`config.mk`:
```
export PLATFORM = sky130hd
export DESIGN_NAME = alu_issue_ctrl_flat
export DESIGN_NICKNAME = d
export VERILOG_FILES = /design/src/rtl/alu_issue_ctrl_if.sv /design/src/rtl/alu_issue_ctrl.sv /design/src/flat_wrapper.sv
export SDC_FILE = /design/constraint.sdc
export NUM_CORES = 1
export LEC_CHECK = 0
export ABC_AREA = 1
export CORE_MARGIN = 4
export CORE_UTILIZATION = 50
export DETAILED_ROUTE_END_ITERATION = 8
export GPL_TIMING_DRIVEN = 0
export HOLD_SLACK_MARGIN = 0.05
export PLACE_DENSITY = 0.77
export SYNTH_ARGS = -nofsm -noshare
export SYNTH_HDL_FRONTEND = slang
export SYNTH_SLANG_ARGS = --single-unit
```
`constraint.sdc`:
```
create_clock -name clk -period 2.8 [get_ports clk]
set_clock_uncertainty 0.2 [all_clocks]
set_input_delay 0.28 -clock clk [delete_from_list [all_inputs] [get_ports clk]]
set_output_delay 0.28 -clock clk [all_outputs]
set_load 0.01 [all_outputs]
```
`src/rtl/alu_issue_ctrl_if.sv`:
```
// Request/response handshake bundle between the decode stage, alu_issue_ctrl
// and the response consumer.
interface alu_issue_ctrl_if #(
  parameter int ALU_SIZE = 8,
  parameter int TAG_W    = 4
);
  logic                req_valid;
  logic                req_ready;
  logic [5:0]          req_opcode;
  logic [5:0]          req_funct;
  logic [ALU_SIZE-1:0] req_a;
  logic [ALU_SIZE-1:0] req_b;
  logic [TAG_W-1:0]    req_tag;
  logic                rsp_valid;
  logic                rsp_ready;
  logic [ALU_SIZE-1:0] rsp_data;
  logic                rsp_carry;
  logic [TAG_W-1:0]    rsp_tag;
  logic                rsp_illegal;
  logic                rsp_divz;

  modport master (
    output req_valid, req_opcode, req_funct, req_a, req_b, req_tag, rsp_ready,
    input  req_ready, rsp_valid, rsp_data, rsp_carry, rsp_tag, rsp_illegal, rsp_divz
  );

  modport slave (
    input  req_valid, req_opcode, req_funct, req_a, req_b, req_tag, rsp_ready,
    output req_ready, rsp_valid, rsp_data, rsp_carry, rsp_tag, rsp_illegal, rsp_divz
  );
endinterface

```
`src/rtl/alu_issue_ctrl.sv`:
```
// MIPS ALU issue stage: request FIFO, opcode/funct decode, ALU drive and response register.
// Optional feature macro: ALU_ISSUE_DIVZ_CHECK_EN (div by zero returns all-ones with rsp_divz).
module alu_issue_ctrl #(
  parameter int ALU_SIZE = 8,
  parameter int DEPTH    = 4,
  parameter int TAG_W    = 4
) (
  input  logic                clk,
  input  logic                rst_n,
  alu_issue_ctrl_if.slave     bus,
  output logic [ALU_SIZE-1:0] alu_in_a,
  output logic [ALU_SIZE-1:0] alu_in_b,
  output logic [3:0]          alu_sel,
  input  logic [ALU_SIZE-1:0] alu_out,
  input  logic                carry_out
);
  localparam int AW = $clog2(DEPTH);
  localparam int CW = AW + 1;
  localparam logic [CW-1:0] FULL_CNT = CW'(DEPTH);

  typedef struct packed {
    logic [5:0]          opcode;
    logic [5:0]          funct;
    logic [ALU_SIZE-1:0] a;
    logic [ALU_SIZE-1:0] b;
    logic [TAG_W-1:0]    tag;
  } entry_t;

  typedef enum logic [1:0] {IDLE = 2'd0, ISSUE = 2'd1, STALL = 2'd2} state_t;

  entry_t              mem_r [DEPTH];
  logic [AW-1:0]       wr_ptr_r, rd_ptr_r;
  logic [CW-1:0]       count_r;
  state_t              state_r, state_s;
  entry_t              in_s, head_s;
  logic                push_s, pop_s, empty_s, full_s, rsp_valid_s;
  logic [3:0]          sel_s;
  logic                illegal_s, swap_s, divz_s, carry_s;
  logic [ALU_SIZE-1:0] result_s;
  logic [ALU_SIZE-1:0] rsp_data_r;
  logic                rsp_carry_r, rsp_illegal_r, rsp_divz_r;
  logic [TAG_W-1:0]    rsp_tag_r;

  assign in_s        = {bus.req_opcode, bus.req_funct, bus.req_a, bus.req_b, bus.req_tag};
  assign head_s      = mem_r[rd_ptr_r];
  assign empty_s     = (count_r == {CW{1'b0}});
  assign full_s      = (count_r == FULL_CNT);
  assign rsp_valid_s = (state_r != IDLE);
  assign push_s      = bus.req_valid && !full_s;
  // The response slot frees on the same edge it is consumed, so a pop may refill it.
  assign pop_s       = !empty_s && (!rsp_valid_s || bus.rsp_ready);

  assign bus.req_ready   = !full_s;
  assign bus.rsp_valid   = rsp_valid_s;
  assign bus.rsp_data    = rsp_data_r;
  assign bus.rsp_carry   = rsp_carry_r;
  assign bus.rsp_tag     = rsp_tag_r;
  assign bus.rsp_illegal = rsp_illegal_r;
  assign bus.rsp_divz    = rsp_divz_r;

  // FIFO storage write port
  always_ff @(posedge clk) begin
    if (push_s) begin
      mem_r[wr_ptr_r] <= in_s;
    end
  end

  // FIFO pointers and occupancy
  always_ff @(posedge clk or negedge rst_n) begin
    if (!rst_n) begin
      wr_ptr_r <= {AW{1'b0}};
      rd_ptr_r <= {AW{1'b0}};
      count_r  <= {CW{1'b0}};
    end else begin
      if (push_s) wr_ptr_r <= wr_ptr_r + AW'(1);
      if (pop_s)  rd_ptr_r <= rd_ptr_r + AW'(1);
      case ({push_s, pop_s})
        2'b10:   count_r <= count_r + CW'(1);
        2'b01:   count_r <= count_r - CW'(1);
        default: count_r <= count_r;
      endcase
    end
  end

  // Opcode/funct decode of the FIFO head
  always_comb begin
    sel_s     = 4'b0000;
    illegal_s = 1'b0;
    swap_s    = 1'b0;
    if (head_s.opcode == 6'h00) begin
      case (head_s.funct)
        6'h20, 6'h21: sel_s = 4'b0000;
        6'h22, 6'h23: sel_s = 4'b0001;
        6'h18:        sel_s = 4'b0010;
        6'h1A:        sel_s = 4'b0011;
        6'h00:        sel_s = 4'b0100;
        6'h02:        sel_s = 4'b0101;
        6'h24:        sel_s = 4'b1000;
        6'h25:        sel_s = 4'b1001;
        6'h26:        sel_s = 4'b1010;
        6'h27:        sel_s = 4'b1011;
        6'h2B: begin
          sel_s  = 4'b1110;
          swap_s = 1'b1;
        end
        default:      illegal_s = 1'b1;
      endcase
    end else begin
      case (head_s.opcode)
        6'h08, 6'h09: sel_s = 4'b0000;
        6'h0C:        sel_s = 4'b1000;
        6'h0D:        sel_s = 4'b1001;
        6'h0E:        sel_s = 4'b1010;
        6'h04:        sel_s = 4'b1111;
        default:      illegal_s = 1'b1;
      endcase
    end
  end

  // ALU operand/select drive; sltu swaps so the ALU's a>b compare yields b>a
  always_comb begin
    alu_in_a = {ALU_SIZE{1'b0}};
    alu_in_b = {ALU_SIZE{1'b0}};
    alu_sel  = 4'b0000;
    if (empty_s) begin
      alu_sel = 4'b0000;
    end else if (swap_s) begin
      alu_in_a = head_s.b;
      alu_in_b = head_s.a;
      alu_sel  = sel_s;
    end else begin
      alu_in_a = head_s.a;
      alu_in_b = head_s.b;
      alu_sel  = sel_s;
    end
  end

`ifdef ALU_ISSUE_DIVZ_CHECK_EN
  assign divz_s = !illegal_s && (sel_s == 4'b0011) && (head_s.b == {ALU_SIZE{1'b0}});
`else
  assign divz_s = 1'b0;
`endif

  // Response value selection
  always_comb begin
    result_s = alu_out;
    carry_s  = 1'b0;
    if (illegal_s) begin
      result_s = {ALU_SIZE{1'b0}};
    end else if (divz_s) begin
      result_s = {ALU_SIZE{1'b1}};
    end else if (sel_s == 4'b0000) begin
      carry_s = carry_out;
    end else begin
      carry_s = 1'b0;
    end
  end

  // Control FSM state register
  always_ff @(posedge clk or negedge rst_n) begin
    if (!rst_n) state_r <= IDLE;
    else        state_r <= state_s;
  end

  // Control FSM next state; any non-IDLE state means the response slot is full
  always_comb begin
    state_s = state_r;
    if (pop_s) begin
      state_s = ISSUE;
    end else if (rsp_valid_s && !bus.rsp_ready) begin
      state_s = STALL;
    end else begin
      state_s = IDLE;
    end
  end

  // Response register
  always_ff @(posedge clk or negedge rst_n) begin
    if (!rst_n) begin
      rsp_data_r    <= {ALU_SIZE{1'b0}};
      rsp_carry_r   <= 1'b0;
      rsp_tag_r     <= {TAG_W{1'b0}};
      rsp_illegal_r <= 1'b0;
      rsp_divz_r    <= 1'b0;
    end else if (pop_s) begin
      rsp_data_r    <= result_s;
      rsp_carry_r   <= carry_s;
      rsp_tag_r     <= head_s.tag;
      rsp_illegal_r <= illegal_s;
      rsp_divz_r    <= divz_s;
    end
  end
endmodule

```
`src/flat_wrapper.sv`:
```
// flat-port wrapper written by rule: the top's interface ports become plain ports
module alu_issue_ctrl_flat 
#(
  parameter int ALU_SIZE = 8,
  parameter int DEPTH    = 4,
  parameter int TAG_W    = 4
)
  (clk, rst_n, alu_in_a, alu_in_b, alu_sel, alu_out, carry_out, bus_req_valid, bus_req_opcode, bus_req_funct, bus_req_a, bus_req_b, bus_req_tag, bus_rsp_ready, bus_req_ready, bus_rsp_valid, bus_rsp_data, bus_rsp_carry, bus_rsp_tag, bus_rsp_illegal, bus_rsp_divz);
  alu_issue_ctrl_if #(.ALU_SIZE(ALU_SIZE), .TAG_W(TAG_W)) bus_i ();
  input  logic clk;
  input  logic rst_n;
  output logic [ALU_SIZE-1:0] alu_in_a;
  output logic [ALU_SIZE-1:0] alu_in_b;
  output logic [3:0] alu_sel;
  input  logic [ALU_SIZE-1:0] alu_out;
  input  logic carry_out;
  input wire logic [$bits(bus_i.req_valid)-1:0] bus_req_valid;
  input wire logic [$bits(bus_i.req_opcode)-1:0] bus_req_opcode;
  input wire logic [$bits(bus_i.req_funct)-1:0] bus_req_funct;
  input wire logic [$bits(bus_i.req_a)-1:0] bus_req_a;
  input wire logic [$bits(bus_i.req_b)-1:0] bus_req_b;
  input wire logic [$bits(bus_i.req_tag)-1:0] bus_req_tag;
  input wire logic [$bits(bus_i.rsp_ready)-1:0] bus_rsp_ready;
  output wire logic [$bits(bus_i.req_ready)-1:0] bus_req_ready;
  output wire logic [$bits(bus_i.rsp_valid)-1:0] bus_rsp_valid;
  output wire logic [$bits(bus_i.rsp_data)-1:0] bus_rsp_data;
  output wire logic [$bits(bus_i.rsp_carry)-1:0] bus_rsp_carry;
  output wire logic [$bits(bus_i.rsp_tag)-1:0] bus_rsp_tag;
  output wire logic [$bits(bus_i.rsp_illegal)-1:0] bus_rsp_illegal;
  output wire logic [$bits(bus_i.rsp_divz)-1:0] bus_rsp_divz;
  assign bus_i.req_valid = bus_req_valid;
  assign bus_i.req_opcode = bus_req_opcode;
  assign bus_i.req_funct = bus_req_funct;
  assign bus_i.req_a = bus_req_a;
  assign bus_i.req_b = bus_req_b;
  assign bus_i.req_tag = bus_req_tag;
  assign bus_i.rsp_ready = bus_rsp_ready;
  assign bus_req_ready = bus_i.req_ready;
  assign bus_rsp_valid = bus_i.rsp_valid;
  assign bus_rsp_data = bus_i.rsp_data;
  assign bus_rsp_carry = bus_i.rsp_carry;
  assign bus_rsp_tag = bus_i.rsp_tag;
  assign bus_rsp_illegal = bus_i.rsp_illegal;
  assign bus_rsp_divz = bus_i.rsp_divz;
  alu_issue_ctrl #(.ALU_SIZE(ALU_SIZE), .DEPTH(DEPTH), .TAG_W(TAG_W)) u_core (.clk(clk), .rst_n(rst_n), .bus(bus_i), .alu_in_a(alu_in_a), .alu_in_b(alu_in_b), .alu_sel(alu_sel), .alu_out(alu_out), .carry_out(carry_out));
endmodule
```
==> metrics <==
Die Y=123.0 um; fmax=between 0.3 and 0.4 GHz; Ports=82; die area=~15,000 um^2; RSZ-0062 raised after global routing=true; leading post-synthesis cells by cell area=edfxtp_1 58%, dfrtp_1 8.7%, nand2_1 6.2%, nor2_1 6.2%, o21ai_0 3.4%; Synth Area in Compound Gates=0.06886; gp weighted congestion=just under 0.9; Syn Inst Count=slightly below 600; share of the synthesized area in the top cell type=0.5812; Mapped Nets=roughly 640; Arr. time, crit path=2.52 ns; post-synthesis sequential area ratio=0.6682; max cap viols=0; Post-Synth Simple-Gate Area=0.1983; setup ws final=-0.2026 ns; Hold Path Class=input pin to flop; clock root buffer=clkbuf_16; synthesized area=~6600 um^2; first-pass GRT wire length=24,430 um; top-count cell post-synth=edfxtp_1; fin nets=774; drt wl/cell=~18 um; violated checks=setup timing; Worst setup EP type=primary output; delay-heaviest family, CP=buffers and inverters; final core utilization=0.6883; peak supply drop=between 500 and 600 uV; Routed WL=approximately 16,000 um; Post-Place Worst Slack=-0.1712 ns; Vias=just under 5k; Max transition margin=0.2767; Residual DRC=0; vias in the first global route=5,007; H-Tree Depth=4; layout cells sized above 1=0.2677; DP HPWL=10,140 um; status=complete, but fails checks; IO buf count=80; initial cell density of the core=0.5178; DRT iter0 DRCs=roughly 490; top_reg_cell synth=edfxtp_1; TritonCTS clock tree=built; fin. max-slew vios=0; Critical path buffers and inverters=7; synth-to-layout area growth=32.94%; # diodes=0; FF+latch count, synth=roughly 150; top cells by count, synth=128 x edfxtp_1, 110 x nand2_1, 109 x nor2_1; Leakage=0.003530 uW; crit path time final=3.003 ns; clock tree sinks=151; row cnt=just over 40; Worst Path Required=between 2 and 2.5 ns; Fillers=roughly 860; critical-path cell list=buf_6, inv_8, buf_12, nand2_4, nand2_2, nand2_1, nand2_2, nor2_4, nand3_4, nor2_8, inv_6, buf_4, buf_4, nor2_4, nor2_2, buf_2; Pre-antenna DRT Iters=5; YS warnings=0; Final Setup Violations=17; gr usage total=0.2186; GR Overflow Total=0; Post-synth EDFFs=128; part of the cycle the worst path needs=1.072; initial antenna violation count=0; area leader, netlist=edfxtp_1; total power=10,190 uW; ys async rst share=0.1523; Synth Area in XOR/XNOR=0.005297; Final Hold Vio Count=0; peak per-stage delay on the critical path=about 0.34 ns; critical path launch point type=flop; Reg area=between 4000 and 5000 um^2; CP max-delay cell=dfrtp_1; multi-input logic area=~2100 um^2; worst skew pair latency=between 0.4 and 0.5 ns; Syn Area/Cell=~11 um^2; Final ANT Viol Nets=0; largest family of logic cells by synthesized area=simple AND/OR/NAND/NOR gates; Max FO, Critical Path=10; clock slew at reported path FFs=roughly 0.06 ns; post-synthesis mux area share=0; post-DR vias/cell=roughly 5.4; critical setup path kind=flop to primary output; Netlist cell types=35; adder-cell share of the synthesized area=0.01249; largest net degree at the start of global routing=25; Worst Max-Slew Pin Slew=between 1 and 1.5 ns; power per cell area=approximately 1200 nW/um^2; TritonCTS Buffers=17; CORE AREA=around 13,000 um^2; die width=123.0 um; Bufs on Longest Clock Path=2
## path summary, 6_finish.rpt
kind / start / to / slack [ns] / depth (start not counted)
max: u_core.rd_ptr_r[0]$_DFFE_PN0P_ / alu_in_b[7] / -0.20 / 16
min: alu_out[7] / u_core.bus.rsp_data[7]$_DFFE_PN0P_ / 0.19 / 3
max reg2reg: u_core.count_r[0]$_DFFE_PN0P_ / u_core.count_r[1]$_DFFE_PN0P_ / 0.19 / 7
min reg2reg: u_core.bus.rsp_data[2]$_DFFE_PN0P_ / u_core.bus.rsp_data[2]$_DFFE_PN0P_ / 0.28 / 2
max in group asynchronous: rst_n / u_core.bus.rsp_tag[1]$_DFFE_PN0P_ / 1.51 / 1
min in group asynchronous: rst_n / u_core.state_r[1]$_DFF_PN0_ / 0.24 / 1
## sequential cells by signal, indices dropped and copies added, names as in the netlist
name,cells
u_core.state_r,2
u_core.wr_ptr_r,2
u_core.rd_ptr_r,2
u_core.bus.rsp_data,8
u_core.bus.rsp_tag,4
u_core.bus.rsp_illegal,1
u_core.bus.rsp_carry,1
u_core.count_r,3
u_core.mem_r,128
## cell usage in the layout (no fill, tap or decap), drive strengths merged
master         count
nand2            131
edfxtp           128
nor2             120
buf               64
clkdlybuf4s50     60
o21ai             59
inv               34
clkbuf            33
nand3             32
dfrtp             23
o22ai             16
a21oi              7
ha                 5
a31oi              4
clkinvlp           4
bufinv             4
nor3               2
nand4              2
xnor2              2
xor2               2
fa                 1
conb               1
clkinv             1
clkdlybuf4s15      1
## cell families (layout without fill, tap and decap cells)
family          after synthesis  in the layout
simple gates                287            287
flops                       151            151
compound gates               86             86
buf+inv                      55            201
fa+ha+maj                     6              6
xor+xnor                      4              4
other cells                   1              1
## metrics by stage
| stage | setup TNS, ns | hold slack, ns | area [um^2] | instances |
|---|---|---|---|---|
| final | -2.094 | 0.1867 | 8792 | 908 |
| after global routing | -4.405 | 0.2044 | 8792 | 908 |
| after CTS | -1.742 | 0.1794 | 8524 | 893 |
| after detailed placement | -2.225 | 0.2667 | 7755 | 846 |
| after global placement | -159.80 | 0.2609 | 7630 | 842 |
| after floorplan | 0 | -0.2156 | 6614 | 590 |
## final cells by class
type                       count  share of cell area
timing repair buffer         114              0.1205
buffer                        27             0.02675
tap                          172             0.02448
multi-input combinational    384              0.2385
clock inverter                15             0.02448
sequential                   151              0.5026
inverter                      28             0.01423
clock buffer                  17             0.04838
## routing by layer
metal | vias to the layer above | global-route usage | part of all wire
met5 | - | 0 | 0
li1 | 2284 | - | -
met3 | 43 | 0.06359 | 0.083
met4 | 0 | 0.1183 | 0.028
met1 | 2348 | 0.2506 | 0.38
met2 | 244 | 0.3700 | 0.51
## timing repair
item	in CTS	in global routing
pin swaps	9	17
hold buffers	0	0
setup buffers	14	14
endpoints found under the setup margin	22	22
gates cloned	1	1
resized for setup	98	63
## worst register-to-register path, cell delays in order (launching register included)
cell      delay [ns]
dfrtp_1         0.41
nor3_2          0.50
nor2_1          0.21
clkbuf_2        0.26
ha_1            0.25
inv_1           0.11
fa_1            0.39
o21ai_0         0.19
## power breakdown
part / internal (uW) / switching (uW)
Combinational: 1760 / 2840
Sequential: 2970 / 159
Clock: 1510 / 942
No activity file was read; power rests on OpenSTA's default activity.
